$ cat config.mk
export PLATFORM = sky130hd
export DESIGN_NAME = alarm_setter_flat
export DESIGN_NICKNAME = d
export VERILOG_FILES = /design/src/rtl/alarm_setter_if.sv /design/src/rtl/alarm_setter.sv /design/src/flat_wrapper.sv
export SDC_FILE = /design/constraint.sdc
export NUM_CORES = 1
export LEC_CHECK = 0
export ABC_AREA = 1
export CAP_MARGIN = 25
export CORE_MARGIN = 2
export CORE_UTILIZATION = 37
export DETAILED_ROUTE_END_ITERATION = 8
export PLACE_DENSITY = 0.64
export REMOVE_ABC_BUFFERS = 1
export SKIP_LAST_GASP = 1
export SYNTH_ARGS = -nofsm -noshare
export SYNTH_HDL_FRONTEND = slang
export SYNTH_SLANG_ARGS = --single-unit
export TNS_END_PERCENT = 50
$ cat constraint.sdc
create_clock -name clk -period 2 [get_ports clk]
set_input_delay 0.4 -clock clk [delete_from_list [all_inputs] [get_ports clk]]
set_output_delay 0.4 -clock clk [all_outputs]
set_load 0.03 [all_outputs]
$ cat src/rtl/alarm_setter_if.sv
// Signal bundle between the alarm front end and its surroundings (buttons,
// enable, clock-core alarm flag in; programmed alarm time, status and buzzer out).
//
// Transfer semantics: there is no valid/ready pair on this bundle. Every input
// is a level sampled on each rising clk edge. Every output is a level except
// alarm_clr, which is a strobe: it is high for exactly one cycle and the
// clock core must clear its alarm flag on any cycle where it sees it high.
interface alarm_setter_if;
    logic       ena;
    logic       btn_mode;
    logic       btn_inc;
    logic       alarm_in;
    logic [4:0] alarm_hours;
    logic [5:0] alarm_minutes;
    logic       alarm_armed;
    logic       setting_hours;
    logic       setting_mins;
    logic       buzzer;
    logic       alarm_clr;
    logic [1:0] state_dbg;

    modport master (
        output ena, btn_mode, btn_inc, alarm_in,
        input  alarm_hours, alarm_minutes, alarm_armed, setting_hours,
        input  setting_mins, buzzer, alarm_clr, state_dbg
    );

    modport slave (
        input  ena, btn_mode, btn_inc, alarm_in,
        output alarm_hours, alarm_minutes, alarm_armed, setting_hours,
        output setting_mins, buzzer, alarm_clr, state_dbg
    );
endinterface

$ cat src/rtl/alarm_setter.sv
// Alarm clock user front end: debounces the mode/inc buttons, lets the user
// program and arm the alarm time, drives a pulsed buzzer while the clock core
// flags the alarm, and sends a one-cycle clear back to the core on dismissal
// or ring timeout.
module alarm_setter #(
    parameter int DEBOUNCE_CYCLES = 4,
    parameter int BEEP_PERIOD     = 2,
    parameter int RING_CYCLES     = 60
) (
    input logic           clk,
    input logic           rst_n,
    alarm_setter_if.slave bus
);
    localparam int CW = $clog2(DEBOUNCE_CYCLES + 1);
    localparam int BW = $clog2(BEEP_PERIOD + 1);
    localparam int RW = $clog2(RING_CYCLES + 1);

    localparam logic [CW-1:0] DB_LAST   = CW'(DEBOUNCE_CYCLES - 1);
    localparam logic [BW-1:0] BEEP_LAST = BW'(BEEP_PERIOD - 1);
    localparam logic [RW-1:0] RING_LAST = RW'(RING_CYCLES - 1);

    typedef enum logic [1:0] {
        IDLE  = 2'd0,
        SET_H = 2'd1,
        SET_M = 2'd2,
        RING  = 2'd3
    } state_t;

    // Bit 0 is the mode button, bit 1 the increment button.
    logic [1:0]    raw;
    logic [1:0]    sync1;
    logic [1:0]    sync2;
    logic [1:0]    db_level;
    logic [1:0]    db_q;
    logic [CW-1:0] db_cnt [2];

    logic mode_ev;
    logic inc_ev;
    logic alarm_in_q;
    logic alarm_rise;

    state_t        state;
    logic [RW-1:0] ring_cnt;
    logic [BW-1:0] beep_cnt;
    logic          buzz_phase;
    logic          clr_q;
    logic [4:0]    hours_q;
    logic [5:0]    mins_q;
    logic          armed_q;
    logic          set_h_q;
    logic          set_m_q;

    assign raw = {bus.btn_inc, bus.btn_mode};

    // Two-flop synchronizers; they keep sampling even while disabled.
    always_ff @(posedge clk or negedge rst_n) begin
        if (!rst_n) begin
            sync1 <= '0;
            sync2 <= '0;
        end else begin
            sync1 <= raw;
            sync2 <= sync1;
        end
    end

    // Accept a new button level only after it has differed for DEBOUNCE_CYCLES cycles.
    always_ff @(posedge clk or negedge rst_n) begin
        if (!rst_n) begin
            db_level <= '0;
            for (int i = 0; i < 2; i++) begin
                db_cnt[i] <= '0;
            end
        end else if (bus.ena) begin
            for (int i = 0; i < 2; i++) begin
                if (sync2[i] != db_level[i]) begin
                    if (db_cnt[i] == DB_LAST) begin
                        db_level[i] <= sync2[i];
                        db_cnt[i]   <= '0;
                    end else begin
                        db_cnt[i] <= db_cnt[i] + CW'(1);
                    end
                end else begin
                    db_cnt[i] <= '0;
                end
            end
        end
    end

    // Edge-detect history; updated every cycle so edges seen while disabled are dropped.
    always_ff @(posedge clk or negedge rst_n) begin
        if (!rst_n) begin
            db_q       <= '0;
            alarm_in_q <= 1'b0;
        end else begin
            db_q       <= db_level;
            alarm_in_q <= bus.alarm_in;
        end
    end

    assign mode_ev    = db_level[0] & ~db_q[0];
    assign inc_ev     = db_level[1] & ~db_q[1];
    assign alarm_rise = bus.alarm_in & ~alarm_in_q;

    // Main control FSM with registered outputs; mode beats inc, a rising alarm beats both.
    always_ff @(posedge clk or negedge rst_n) begin
        if (!rst_n) begin
            state      <= IDLE;
            ring_cnt   <= '0;
            beep_cnt   <= '0;
            buzz_phase <= 1'b0;
            clr_q      <= 1'b0;
            hours_q    <= '0;
            mins_q     <= '0;
            armed_q    <= 1'b0;
            set_h_q    <= 1'b0;
            set_m_q    <= 1'b0;
        end else begin
            clr_q <= 1'b0;
            if (bus.ena) begin
                case (state)
                    IDLE: begin
                        if (alarm_rise && armed_q) begin
                            state      <= RING;
                            ring_cnt   <= '0;
                            beep_cnt   <= '0;
                            buzz_phase <= 1'b1;
                        end else if (mode_ev) begin
                            state   <= SET_H;
                            set_h_q <= 1'b1;
                        end else if (inc_ev) begin
                            armed_q <= ~armed_q;
                        end
                    end
                    SET_H: begin
                        if (mode_ev) begin
                            state   <= SET_M;
                            set_h_q <= 1'b0;
                            set_m_q <= 1'b1;
                        end else if (inc_ev) begin
                            hours_q <= (hours_q == 5'd23) ? 5'd0 : hours_q + 5'd1;
                        end
                    end
                    SET_M: begin
                        if (mode_ev) begin
                            state   <= IDLE;
                            set_m_q <= 1'b0;
                            armed_q <= 1'b1;
                        end else if (inc_ev) begin
                            mins_q <= (mins_q == 6'd59) ? 6'd0 : mins_q + 6'd1;
                        end
                    end
                    RING: begin
                        // Timeout and a press exit identically, so no priority is needed.
                        if (ring_cnt == RING_LAST || mode_ev || inc_ev) begin
                            state      <= IDLE;
                            ring_cnt   <= '0;
                            beep_cnt   <= '0;
                            buzz_phase <= 1'b0;
                            clr_q      <= 1'b1;
                        end else begin
                            ring_cnt <= ring_cnt + RW'(1);
                            if (beep_cnt == BEEP_LAST) begin
                                beep_cnt   <= '0;
                                buzz_phase <= ~buzz_phase;
                            end else begin
                                beep_cnt <= beep_cnt + BW'(1);
                            end
                        end
                    end
                    default: state <= IDLE;
                endcase
            end
        end
    end

    // Disable silences the buzzer and strobe without disturbing the beep phase.
    assign bus.buzzer        = buzz_phase & bus.ena;
    assign bus.alarm_clr     = clr_q & bus.ena;
    assign bus.alarm_hours   = hours_q;
    assign bus.alarm_minutes = mins_q;
    assign bus.alarm_armed   = armed_q;
    assign bus.setting_hours = set_h_q;
    assign bus.setting_mins  = set_m_q;
    assign bus.state_dbg     = state;
endmodule

$ cat src/flat_wrapper.sv
// flat-port wrapper written by rule: the top's interface ports become plain ports
module alarm_setter_flat 
#(
    parameter int DEBOUNCE_CYCLES = 4,
    parameter int BEEP_PERIOD     = 2,
    parameter int RING_CYCLES     = 60
)
  (clk, rst_n, bus_ena, bus_btn_mode, bus_btn_inc, bus_alarm_in, bus_alarm_hours, bus_alarm_minutes, bus_alarm_armed, bus_setting_hours, bus_setting_mins, bus_buzzer, bus_alarm_clr, bus_state_dbg);
  alarm_setter_if bus_i ();
  input logic clk;
  input logic rst_n;
  input wire logic [$bits(bus_i.ena)-1:0] bus_ena;
  input wire logic [$bits(bus_i.btn_mode)-1:0] bus_btn_mode;
  input wire logic [$bits(bus_i.btn_inc)-1:0] bus_btn_inc;
  input wire logic [$bits(bus_i.alarm_in)-1:0] bus_alarm_in;
  output wire logic [$bits(bus_i.alarm_hours)-1:0] bus_alarm_hours;
  output wire logic [$bits(bus_i.alarm_minutes)-1:0] bus_alarm_minutes;
  output wire logic [$bits(bus_i.alarm_armed)-1:0] bus_alarm_armed;
  output wire logic [$bits(bus_i.setting_hours)-1:0] bus_setting_hours;
  output wire logic [$bits(bus_i.setting_mins)-1:0] bus_setting_mins;
  output wire logic [$bits(bus_i.buzzer)-1:0] bus_buzzer;
  output wire logic [$bits(bus_i.alarm_clr)-1:0] bus_alarm_clr;
  output wire logic [$bits(bus_i.state_dbg)-1:0] bus_state_dbg;
  assign bus_i.ena = bus_ena;
  assign bus_i.btn_mode = bus_btn_mode;
  assign bus_i.btn_inc = bus_btn_inc;
  assign bus_i.alarm_in = bus_alarm_in;
  assign bus_alarm_hours = bus_i.alarm_hours;
  assign bus_alarm_minutes = bus_i.alarm_minutes;
  assign bus_alarm_armed = bus_i.alarm_armed;
  assign bus_setting_hours = bus_i.setting_hours;
  assign bus_setting_mins = bus_i.setting_mins;
  assign bus_buzzer = bus_i.buzzer;
  assign bus_alarm_clr = bus_i.alarm_clr;
  assign bus_state_dbg = bus_i.state_dbg;
  alarm_setter #(.DEBOUNCE_CYCLES(DEBOUNCE_CYCLES), .BEEP_PERIOD(BEEP_PERIOD), .RING_CYCLES(RING_CYCLES)) u_core (.clk(clk), .rst_n(rst_n), .bus(bus_i));
endmodule
Word level (Yosys, flattened, before mapping)
Index checks and enable logic that the tools add are counted.
{"block": "totals", "wordCells": 109, "register_bits": 41, "output_inout_bits": 18, "input_bits": 6}
{"block": "op_classes", "reduce_logical": 18, "n_addsub": 6, "n_bitwise": 11, "mux": 35, "eq_ne": 21}
{"cell": "6-bit two-way mux", "count": 3}
{"cell": "2-bit two-way mux", "count": 8}
{"cell": "4-bit AND reduction", "count": 4}
{"cell": "6-bit by 1-bit adder with 6-bit output, second input constant", "count": 2}
{"cell": "6-bit equality test, second input constant", "count": 2}
{"cell": "1-bit two-way mux", "count": 12}
{"cell": "3-bit two-way mux", "count": 4}
{"cell": "2-bit by 1-bit inequality test with 1-bit output, second input constant", "count": 6}
{"cell": "6-bit one-hot mux with 2 select lines", "count": 1}
{"cell": "5-bit AND reduction", "count": 2}
{"cell": "3-bit AND reduction", "count": 3}
{"cell": "1-bit one-hot mux with 2 select lines", "count": 4}
{"cell": "2-bit one-hot mux with 4 select lines", "count": 1}
{"cell": "2-bit nonzero test", "count": 4}
{"cell": "3-bit by 1-bit adder with 3-bit output, second input constant", "count": 2}
{"cell": "3-bit by 2-bit equality test with 1-bit output, second input constant", "count": 2}
{"cell": "3-bit by 1-bit inequality test with 1-bit output, second input constant", "count": 2}
{"cell": "1-bit NOT", "count": 6}
{"cell": "6-bit AND reduction", "count": 1}
{"cell": "5-bit by 1-bit adder with 5-bit output, second input constant", "count": 1}
{"cell": "1-bit bitwise AND", "count": 5}
{"cell": "5-bit equality test, second input constant", "count": 1}
{"cell": "5-bit two-way mux", "count": 1}
{"cell": "2-bit by 1-bit equality test with 1-bit output, second input constant", "count": 2}
{"cell": "other kinds (8)", "count": 12}

Longest topological paths before layout
Gate-level depths: netlist of run 1.
{"block": "logic_depth", "depth_word": 7, "depth_mapped": 10, "ltp_nobuf": 10}

Least setup slack after synthesis of run 1
No wires, ideal clock.
{"block": "synth_path", "path_type": "register -> register", "start": "reg u_core.state[0] (netlist: u_core.bus.state_dbg[0])", "end": "reg u_core.beep_cnt[1]", "n_path_buf": 0, "setup_ns": 0.086, "period_less_slack_ns": 1.621, "stages_incl_launch_ff": 10, "arrival_ns": 1.535, "path_slack_ns": 0.379, "t_required_ns": 1.914, "path_cell_list": "dfrtp_1 -> inv_1 -> ha_1 -> nor2_1 -> nor2_4 -> nand2_2 -> inv_2 -> nand2_1 -> inv_2 -> nor3_1"}
{"block": "synth_via", "elab_chain_cells": 3, "elab_cells_between_ends": 6, "classes_between": "eq/ne: 2; mux: 1; reduce/logical: 3"}
{"element": "start: declaration", "line_no": "alarm_setter.sv:42", "text": "state_t state;"}
{"element": "start signal: assignment", "line_no": "alarm_setter.sv:107", "text": "state <= IDLE;"}
{"element": "start signal: assignment", "line_no": "alarm_setter.sv:123", "text": "state <= RING;"}
{"element": "start signal: assignment", "line_no": "alarm_setter.sv:128", "text": "state <= SET_H;"}
{"element": "2-bit zero test or 2-bit equality test (tied branches)", "line_no": "alarm_setter.sv:120", "text": "case (state)"}
{"element": "2-bit by 1-bit inequality test with 1-bit output (no line) or 2-bit nonzero test (tied branches)"}
{"element": "3-bit AND reduction (no line)"}
{"element": "end signal: assignment", "line_no": "alarm_setter.sv:166", "text": "beep_cnt <= beep_cnt + BW'(1);"}
{"element": "end: declaration", "line_no": "alarm_setter.sv:44", "text": "logic [BW-1:0] beep_cnt;"}
Parallel ways exist; a longest one is shown, timed or not.
A chain may end at the register's enable or synchronous reset.

Final worst setup path of run 1
{"block": "layout_path", "start": "reg u_core.hours_q[2] (netlist: u_core.bus.alarm_hours[2])", "end": "out bus_alarm_hours[2]"}
{"element": "start: declaration", "line_no": "alarm_setter.sv:47", "text": "logic [4:0] hours_q;"}
{"element": "start signal: assignment", "line_no": "alarm_setter.sv:140", "text": "hours_q <= (hours_q == 5'd23) ? 5'd0 : hours_q + 5'd1;"}
{"element": "end: declaration", "line_no": "flat_wrapper.sv:16", "text": "output wire logic [$bits(bus_i.alarm_hours)-1:0] bus_alarm_hours;"}
No word-level cell between the ends.

==> results of run 1 <==
cell usage after synthesis, drive strengths merged:
master / count
o22ai: 2
a21boi: 3
o21bai: 1
a21oi: 3
nor3: 3
mux2i: 1
inv: 44
xnor2: 1
nand4: 13
a2bb2oi: 1
buf: 1
nor2: 19
o21ai: 18
nand2: 65
ha: 10
xor2: 4
nand3: 20
dfrtp: 41
per-stage QoR:
stage          std cells  hold slack, ns  instance area (sq um)
3_5_place_dp         348          0.3402                   2404
6_report             354          0.1664                   2477
2_1_floorplan        249          0.1044                   2063
4_1_cts              354          0.1916                   2477
5_1_grt              354          0.2065                   2477
3_3_place_gp         348          0.3329                   2404
registers in the layout (all words and copies together), names as in the netlist, 2 cells and up:
signal and flops:
u_core.bus.alarm_minutes 6, u_core.bus.alarm_hours 5, u_core.bus.state_dbg 2, u_core.db_cnt 6
u_core.sync1 2, u_core.db_level 2, u_core.ring_cnt 6, u_core.beep_cnt 2
u_core.sync2 2, u_core.db_q 2
where the power goes:
group	leakage [nW]	switching, mW	internal [mW]
logic	0.684	0.981	0.595
registers	0.514	0.250	1.08
clock network	0.0399	0.258	0.229
total	1.24	1.49	1.91
how the worst max path moves through the flow:
stage,start,end,slack (ns),cells after the start
final,u_core.bus.alarm_hours[2],bus_alarm_hours[2],0.12,1
after global routing,u_core.bus.alarm_hours[2],bus_alarm_hours[2],0.08,1
after CTS,u_core.bus.alarm_hours[2],bus_alarm_hours[2],0.11,1
after detailed placement,bus_ena,u_core.ring_cnt[5],0.06,8
after global placement,bus_ena,u_core.beep_cnt[1],0.15,8
after floorplan,u_core.bus.state_dbg[0],u_core.beep_cnt[1],0.38,9
per-layer routing:
metal	share of wire, %	up-vias	track usage (%)	routed length, microns
met5	0	-	0	0
met4	1.7	0	4.737	70
met3	2.9	7	3.182	115
met2	43	30	22.82	1742
met1	52	765	21.45	2100
li1	-	866	-	-
layout make-up:
| type | instances | area (sq um) | area share, % |
|---|---|---|---|
| clock buffer | 5 | 68.82 | 2.778 |
| clock inverter | 1 | 5.005 | 0.2020 |
| inverter | 44 | 165.2 | 6.667 |
| multi-input combinational | 164 | 872.1 | 35.20 |
| sequential | 41 | 1026 | 41.41 |
| tap | 72 | 90.09 | 3.636 |
| timing repair buffer | 27 | 250.2 | 10.10 |
cell families after synthesis:
logic type	synth area share [%]
and+or+nand+nor	25.95
buffers and inverters	8.227
DFF	49.61
AOI/OAI and AO/OA	7.562
adders and majority gates	6.050
xor gates and xnor gates	2.117
muxes	0.4840
==> results by group, run 1 <==
Timing
  – Measured slew at the worst slew-check pin: 0.5164 ns
  – Min Tclk post-route: 1.885 ns
  – Clock skew: between 0.003 and 0.004 ns
  – Final setup viols: 0
  – Maximum clock rate: between 500 and 600 MHz
  – Period utilisation layout: a little over nine tenths
  – Post-Route Setup TNS: 0 ns
  – Min setup slack post-route: 0.1155 ns
  – Max_slew headroom: 65.57%
  – Hold Fails Final Rpt: 0
  – RSZ-0062 raised after global routing: false
  – Final Max Slew Viols: 0

Global route
  – Remaining global-route overflow: 0
  – Vias in the first global route: 1597
  – Pin count of the biggest net entering global routing: 42
  – First-pass GRT wire length: 7.300 mm
  – Antenna violations before repair: 0
  – Overall routing resource usage: ~15%

Placed design
  – Placer congestion estimate: 0.8361
  – DP Worst Slack: between 0.05 and 0.06 ns
  – Port bufs: 23
  – Detail Placement HPWL: 2.981 mm

Cells and area
  – Area Overhead vs Synth: 19.78%
  – Ant. Diodes: 0
  – Util after Layout: 45.55%
  – Layout cell share with drive strength beyond 1: under 10%
  – Most frequent cells in the layout: nand2_1 (63), inv_1 (41), dfrtp_1 (41)
  – # fillers: roughly 520
  – Most common cell after layout, fill and taps aside: nand2_1
  – Final net count: 299

Route
  – DR iter-0 viols: between 100 and 150
  – Via density: ~4.7
  – Wire per inst: ~11 microns
  – DR pass1 iterations: 4
  – Vias: 1668
  – DRC Markers: 0
  – Routed Wire Length: 4.029 mm
  – Routed Antenna Nets: 0

Die
  – I/O pin cnt: 24
  – Die Wd: 78.77 microns
  – Starting Density: between 30% and 40%
  – DIE HEIGHT: 78.77 microns
  – Die area: slightly above 0.006 sq mm
  – Core area: between 0.005 and 0.006 sq mm
  – Row count: 27

Synth
  – Ys Warns: 0
  – Largest cells by area after synthesis: dfrtp_1 (50%), nand2_1 (11%), inv_1 (7.4%), ha_1 (6.0%), nand3_1 (4.6%)
  – Share of the synthesized area in the top cell type: between 40% and 50%
  – Synthesized area per cell: between 8 and 9 sq um
  – Gate Count Post-Synth: 250
  – Seq/Total Area, Yosys: 49.61%
  – Synth Register Bits: roughly 40
  – Post-synthesis cell type count: 23
  – Synth Cell Area: just over 0.002 sq mm
  – Leading area contributor after synthesis: dfrtp_1

Clock tree
  – Bufs on Longest Clock Path: 2
  – Post-CTS Resized: 0
  – Number of buffers created by CTS: 5
  – Clock sink total: slightly above 40
  – H-Tree Depth: 2
  – Post-CTS setup buffers: 0
  – Latest clock arrival within the worst-skew pair: 0.28 ns
  – Cts hold-fix bufs: 0
  – CTS tree: built
  – Clk root buf: clkbuf_8
  – Clk slew on worst S/H paths: approximately 0.07 ns

Power and ir drop
  – LEAKAGE: between 1 and 1.5 nW
  – Power density over cell area: 1371 mW/mm^2
  – Worst VDD drop: 0.6910 mV
  – Total Power: 3.396 mW

Min path
  – Worst hold path class: in -> async

Setup path
  – Worst path cell trace: clkdlybuf4s50_1
  – R2R Setup Slk: about 0.39 ns
  – CP required: around 1.6 ns
  – Slowest CP cell: clkdlybuf4s50_1
  – RR Endpoint: u_core.beep_cnt[1]
  – Crit Path Category: reg -> out
  – CP endpoint kind: output pin
  – Worst Path Max Fanout: 7
  – Crit path max-delay family: buffers and inverters
  – Max incr delay on CP: roughly 0.72 ns
  – Number of buffers and inverters on the critical path: 1
  – R2R Path Start: u_core.bus.state_dbg[0]
  – R2R cell count: 9
  – Critical Path Source Type: register
  – Worst Path Arrival: 1.48 ns

Status
  – Outcome: completed

Run
  – Maximum Capacitance Violations: 0
Note: power is estimated with default switching activity, not from simulation.
==> inputs of run 2 (changes only) <==
--- a/config.mk
+++ b/config.mk
@@ -5,7 +5,7 @@
 export SDC_FILE = /design/constraint.sdc
 export NUM_CORES = 1
 export LEC_CHECK = 0
-export ABC_AREA = 1
+export ABC_AREA = 0
 export CAP_MARGIN = 25
 export CORE_MARGIN = 2
 export CORE_UTILIZATION = 37
==> results by group, run 2 <==
Route
  – Routed Antenna Nets: 0
  – DR pass1 iterations: 4
  – DR iter-0 viols: 79
  – DRC Markers: 0
  – Vias: 1462
  – Wire per inst: 12.95 microns
  – Via density: 5.076
  – Routed Wire Length: around 3.7 mm

Power and ir drop
  – LEAKAGE: 1.133 nW
  – Int Pwr: 2.008 mW
  – Sw Share: 36.09%
  – Power density over cell area: around 1200 mW/mm^2
  – P_sw: 1.134 mW
  – Worst VDD drop: 0.4370 mV
  – Sequential fraction of design power: 38.3%
  – Clk pwr share: around 22%
  – Combinational power share: 40.1%

Placed design
  – Detail Placement HPWL: 2.693 mm
  – Placed cell areas: 0.002441 sq mm
  – DP Worst Slack: 0.08125 ns
  – Placer congestion estimate: ~0.81
  – Port bufs: 23

Min path
  – Worst hold path class: in -> async

Clock tree
  – Clk slew on worst S/H paths: ~0.07 ns
  – Bufs on Longest Clock Path: 2
  – H-Tree Depth: 2
  – Clock sink total: 41
  – Post-CTS setup buffers: 0
  – Cts hold-fix bufs: 0
  – Post-CTS Resized: 0
  – Latest clock arrival within the worst-skew pair: between 0.2 and 0.3 ns
  – CTS tree: built
  – Clk root buf: clkbuf_8
  – Number of buffers created by CTS: 5

Setup path
  – Worst Path Max Fanout: 14
  – Worst path most repeated cell: buf_4
  – Number of buffers and inverters on the critical path: 3
  – Slowest CP cell: clkdlybuf4s50_1
  – RR Endpoint: u_core.ring_cnt[4]
  – CP endpoint kind: output pin
  – Critical Path Source Type: primary input
  – Max incr delay on CP: 0.57 ns
  – Crit path max-delay family: buffers and inverters
  – R2R Setup Slk: 0.18 ns
  – R2R Path Start: u_core.bus.state_dbg[1]
  – Worst path cell trace: clkdlybuf4s50_1 -> buf_4 -> and2_1 -> buf_4
  – Worst Path Arrival: approximately 1.5 ns
  – Critical Path Stages: 4
  – CP required: 1.60 ns
  – R2R cell count: 6
  – Crit Path Category: in -> out

Cells and area
  – Util after Layout: 46.73%
  – Final instance area: 0.002557 sq mm
  – Area Overhead vs Synth: 22.25%
  – Multi-input combinational cell area: 993.5 sq um
  – Ant. Diodes: 0
  – Sequential cell area: 0.001026 sq mm
  – Most common cell after layout, fill and taps aside: dfrtp_1
  – Layout cell share with drive strength beyond 1: 17.13%
  – Most frequent cells in the layout: dfrtp_1 (41), clkdlybuf4s50_1 (20), inv_1 (11), nand2_1 (11), ha_1 (10)
  – Final net count: 231
  – # fillers: 530

Timing
  – Maximum clock rate: 529.3 MHz
  – Period utilisation layout: 94.46%
  – Final Max Slew Viols: 0
  – Final setup viols: 0
  – Hold Fails Final Rpt: 0
  – Post-Route Setup TNS: 0 ns
  – Min setup slack post-route: 0.1107 ns
  – RSZ-0062 raised after global routing: false
  – Measured slew at the worst slew-check pin: 0.4462 ns
  – Max_slew headroom: 70.26%
  – Clock skew: approximately 0.0064 ns
  – Min Tclk post-route: 1.889 ns

Synth
  – Share of the synthesized area in the top cell type: 49.04%
  – Seq/Total Area, Yosys: 49.04%
  – Post-synthesis cell type count: 51
  – Ys flop type: dfrtp_1
  – Top cells by count, synth: dfrtp_1 (41), inv_1 (11), nand2_1 (11), ha_1 (10)
  – Ys Warns: 0
  – Synthesized area per cell: 11.43 sq um
  – Most frequent cell after synthesis: dfrtp_1
  – Post-synth EDFFs: 0
  – Gate Count Post-Synth: between 150 and 200
  – Synth Register Bits: 41
  – Post-synth ARST share: 100.0%
  – Leading area contributor after synthesis: dfrtp_1
  – Synth Cell Area: between 0.002 and 0.0025 sq mm
  – Largest cells by area after synthesis: dfrtp_1 (49%), ha_1 (6.0%), mux2_2 (4.3%), a22o_1 (2.5%), nand3_1 (2.2%)

Global route
  – Antenna violations before repair: 0
  – First-pass GRT wire length: 6.651 mm
  – Overall routing resource usage: 13.68%
  – Remaining global-route overflow: 0
  – Pin count of the biggest net entering global routing: 24
  – Vias in the first global route: 1396

Die
  – Die Wd: around 79 microns
  – I/O pin cnt: 24
  – DIE HEIGHT: 79.20 microns
  – Row count: 27
  – Core area: 0.005473 sq mm
  – Starting Density: 38.23%
  – Die area: ~0.0063 sq mm

Status
  – Outcome: completed

Run
  – Maximum Capacitance Violations: 0
[run 2: cell count changes after synthesis, sizes merged, moves of 5 or more]
cell,change
a22o,+6
inv,-33
mux2,+9
nand2,-54
nand3,-10
nand4,-10
nor2,-13
o21ai,-9
o31ai,+5
[run 2: layout make-up]
type | instances | area share (%)
inverters | 11 | 1.614
multi-input cells | 127 | 38.85
clock inverters | 1 | 1.174
flip-flops and latches | 41 | 40.12
clock buffers | 7 | 3.376
well taps | 72 | 3.523
repair buffers | 29 | 11.35
[run 2: power groups by stage]
stage               clock, mW  sequential [mW]  combinational, mW
floorplan                   0             1.36              0.696
global placement            0             1.22               1.25
detailed placement          0             1.22               1.26
CTS                     0.703             1.21               1.27
global route            0.740             1.24               1.39
finish                  0.678             1.20               1.26
[run 2: through the flow]
step	instances	hold slack, ns	power, mW
floorplan	179	0.1044	2.057
global placement	280	0.3338	2.464
detailed placement	280	0.3371	2.485
CTS	288	0.05509	3.180
global route	288	0.07129	3.372
finish	288	0.04642	3.142
[run 2: how the worst max path moves through the flow]
| stage | startpoint | endpoint |
|---|---|---|
| 2_1_floorplan | u_core.bus.state_dbg[1] | u_core.ring_cnt[4] |
| 3_3_place_gp | bus_ena | bus_alarm_clr |
| 3_5_place_dp | bus_ena | u_core.bus.alarm_minutes[4] |
| 4_1_cts | bus_ena | bus_buzzer |
| 5_1_grt | bus_ena | bus_buzzer |
| 6_report | bus_ena | bus_buzzer |
[run 2: logic make-up (layout without fill, tap and decap cells)]
kind of cell / Yosys count / in the layout / share of synthesized area (%)
AND/OR/NAND/NOR: 59 / 59 / 17.88
AO/OA/AOI/OAI: 44 / 44 / 16.57
flip-flops: 41 / 41 / 49.04
buffers and inverters: 15 / 48 / 3.468
multiplexers: 11 / 11 / 5.802
adder cells (fa/ha/maj): 10 / 10 / 5.981
XOR/XNOR: 3 / 3 / 1.256
[run 2: routing by layer]
metal  vias up  wire length [microns]  global-route usage (%)
met5         -                      0                       0
met4         0                     81                   6.724
li1        737                      -                       -
met1       696                   1823                   18.34
met3         6                    134                   3.750
met2        23                   1691                   20.34
==> inputs of run 3 (changes only) <==
--- a/config.mk
+++ b/config.mk
@@ -7,7 +7,6 @@
 export LEC_CHECK = 0
 export ABC_AREA = 0
 export CAP_MARGIN = 25
-export CORE_MARGIN = 2
 export CORE_UTILIZATION = 37
 export DETAILED_ROUTE_END_ITERATION = 8
 export PLACE_DENSITY = 0.64
==> results by group, run 3 (synthesized netlist as in run 2, its figures left out) <==
Run
  – Maximum Capacitance Violations: 0

Setup path
  – Number of buffers and inverters on the critical path: 1
  – CP endpoint kind: output pin
  – Worst setup endpoint: bus_alarm_minutes[2]
  – Worst Setup SP: u_core.bus.alarm_minutes[2]
  – R2R cell count: 6
  – Critical Path Source Type: register
  – Worst path cell trace: clkdlybuf4s50_1
  – Crit Path Category: reg -> out
  – Slowest CP cell: clkdlybuf4s50_1
  – Worst Path Max Fanout: 8
  – CP required: around 1.6 ns
  – Crit path max-delay family: buffers and inverters
  – Max incr delay on CP: 0.72 ns
  – Critical Path Stages: 1
  – Worst Path Arrival: 1.51 ns
  – RR Endpoint: u_core.ring_cnt[4]
  – R2R Setup Slk: between 0.15 and 0.2 ns
  – R2R Path Start: u_core.bus.state_dbg[1]

Route
  – Routed Antenna Nets: 0
  – DR pass1 iterations: 4
  – Via density: 5.055
  – Routed Wire Length: 3.727 mm
  – Vias: between 1000 and 1500
  – DR iter-0 viols: about 110
  – Wire per inst: 12.90 microns
  – DRC Markers: 0

Power and ir drop
  – Power density over cell area: ~1200 mW/mm^2
  – Total Power: 3.018 mW
  – Worst VDD drop: roughly 0.46 mV
  – LEAKAGE: ~1.1 nW

Cells and area
  – Util after Layout: a little under half
  – Layout cell share with drive strength beyond 1: 17.97%
  – Ant. Diodes: 0
  – Area Overhead vs Synth: 20.45%
  – Post-Layout Cell Count: 289
  – Most common cell after layout, fill and taps aside: dfrtp_1
  – Final net count: between 200 and 250
  – Most frequent cells in the layout: dfrtp_1 (41), clkdlybuf4s50_1 (20), inv_1 (11), nand2_1 (11), ha_1 (10)

Clock tree
  – Number of buffers created by CTS: 5
  – Clk root buf: clkbuf_8
  – Post-CTS setup buffers: 0
  – CTS tree: built
  – Cts hold-fix bufs: 0
  – Post-CTS Resized: 0
  – H-Tree Depth: 2
  – Clock sink total: 41
  – Latest clock arrival within the worst-skew pair: 0.30 ns
  – Clk slew on worst S/H paths: 0.08 ns
  – Bufs on Longest Clock Path: 2

Min path
  – Worst hold path class: in -> async

Global route
  – Overall routing resource usage: 14.54%
  – Antenna violations before repair: 0
  – Remaining global-route overflow: 0
  – Vias in the first global route: 1446
  – Pin count of the biggest net entering global routing: 42
  – First-pass GRT wire length: 6.803 mm

Die
  – Core area: 0.005473 sq mm
  – Starting Density: 38.23%
  – DIE HEIGHT: around 77 microns
  – Die Wd: just under 80 microns
  – I/O pin cnt: 24
  – Row count: 27
  – Die area: ~0.0060 sq mm

Timing
  – Measured slew at the worst slew-check pin: 0.5136 ns
  – Hold Fails Final Rpt: 0
  – Final Max Slew Viols: 0
  – Period utilisation layout: 95.53%
  – Max_slew headroom: 65.76%
  – RSZ-0062 raised after global routing: false
  – Min Tclk post-route: 1.911 ns
  – Hold Slack: 0.1567 ns
  – Clock skew: 0.007980 ns
  – Post-Route Setup TNS: 0 ns
  – Final setup viols: 0
  – Maximum clock rate: 523.4 MHz

Placed design
  – Cells after DPL: roughly 280
  – Detail Placement HPWL: 2.670 mm
  – Placer congestion estimate: 0.8001
  – Port bufs: 23

Status
  – Outcome: completed
[run 3: cell count changes in the layout (fill, tap and decap cells not counted), sizes merged]
cell	before	now
buf	9	10
bufinv	1	0
clkbuf	7	6
clkinv	0	2
[run 3: metal layers]
layer	track usage, %	vias up	routed length (microns)
met5	0	-	0
li1	-	737	-
met2	20.80	22	1619
met3	3.929	8	112
met1	20.50	694	1932
met4	6.226	0	62
[run 3: worst min-delay path by stage]
stage	slack, ns	from	endpoint	cells past startpoint
2_1_floorplan	0.10	rst_n	u_core.alarm_in_q	0
3_3_place_gp	0.33	u_core.sync1[0]	u_core.sync2[0]	0
3_5_place_dp	0.33	u_core.sync1[0]	u_core.sync2[0]	0
4_1_cts	0.18	rst_n	u_core.bus.alarm_hours[3]	2
5_1_grt	0.21	rst_n	u_core.bus.alarm_hours[3]	2
6_report	0.16	rst_n	u_core.bus.alarm_hours[3]	2
[run 3: area by class of cell]
cell class / instances / area [sq um]
Fill cell: 534 / 2953
Sequential cell: 41 / 1026
Multi-Input combinational cell: 127 / 993.5
Timing Repair Buffer: 30 / 272.8
Tap cell: 72 / 90.09
Clock buffer: 6 / 82.58
Inverter: 11 / 41.29
Clock inverter: 2 / 13.76
[run 3: power breakdown]
part	internal [mW]	switching [mW]
clock network	0.280	0.287
logic	0.570	0.677
registers	1.03	0.179
total	1.88	1.14
[run 3: through the flow]
step,setup slack [ns],instance area (sq um)
after floorplan,0.06723,2061
after global placement,0.06640,2424
after detailed placement,0.04276,2424
after CTS,0.08837,2520
after global routing,0.01396,2520
final,0.08939,2520
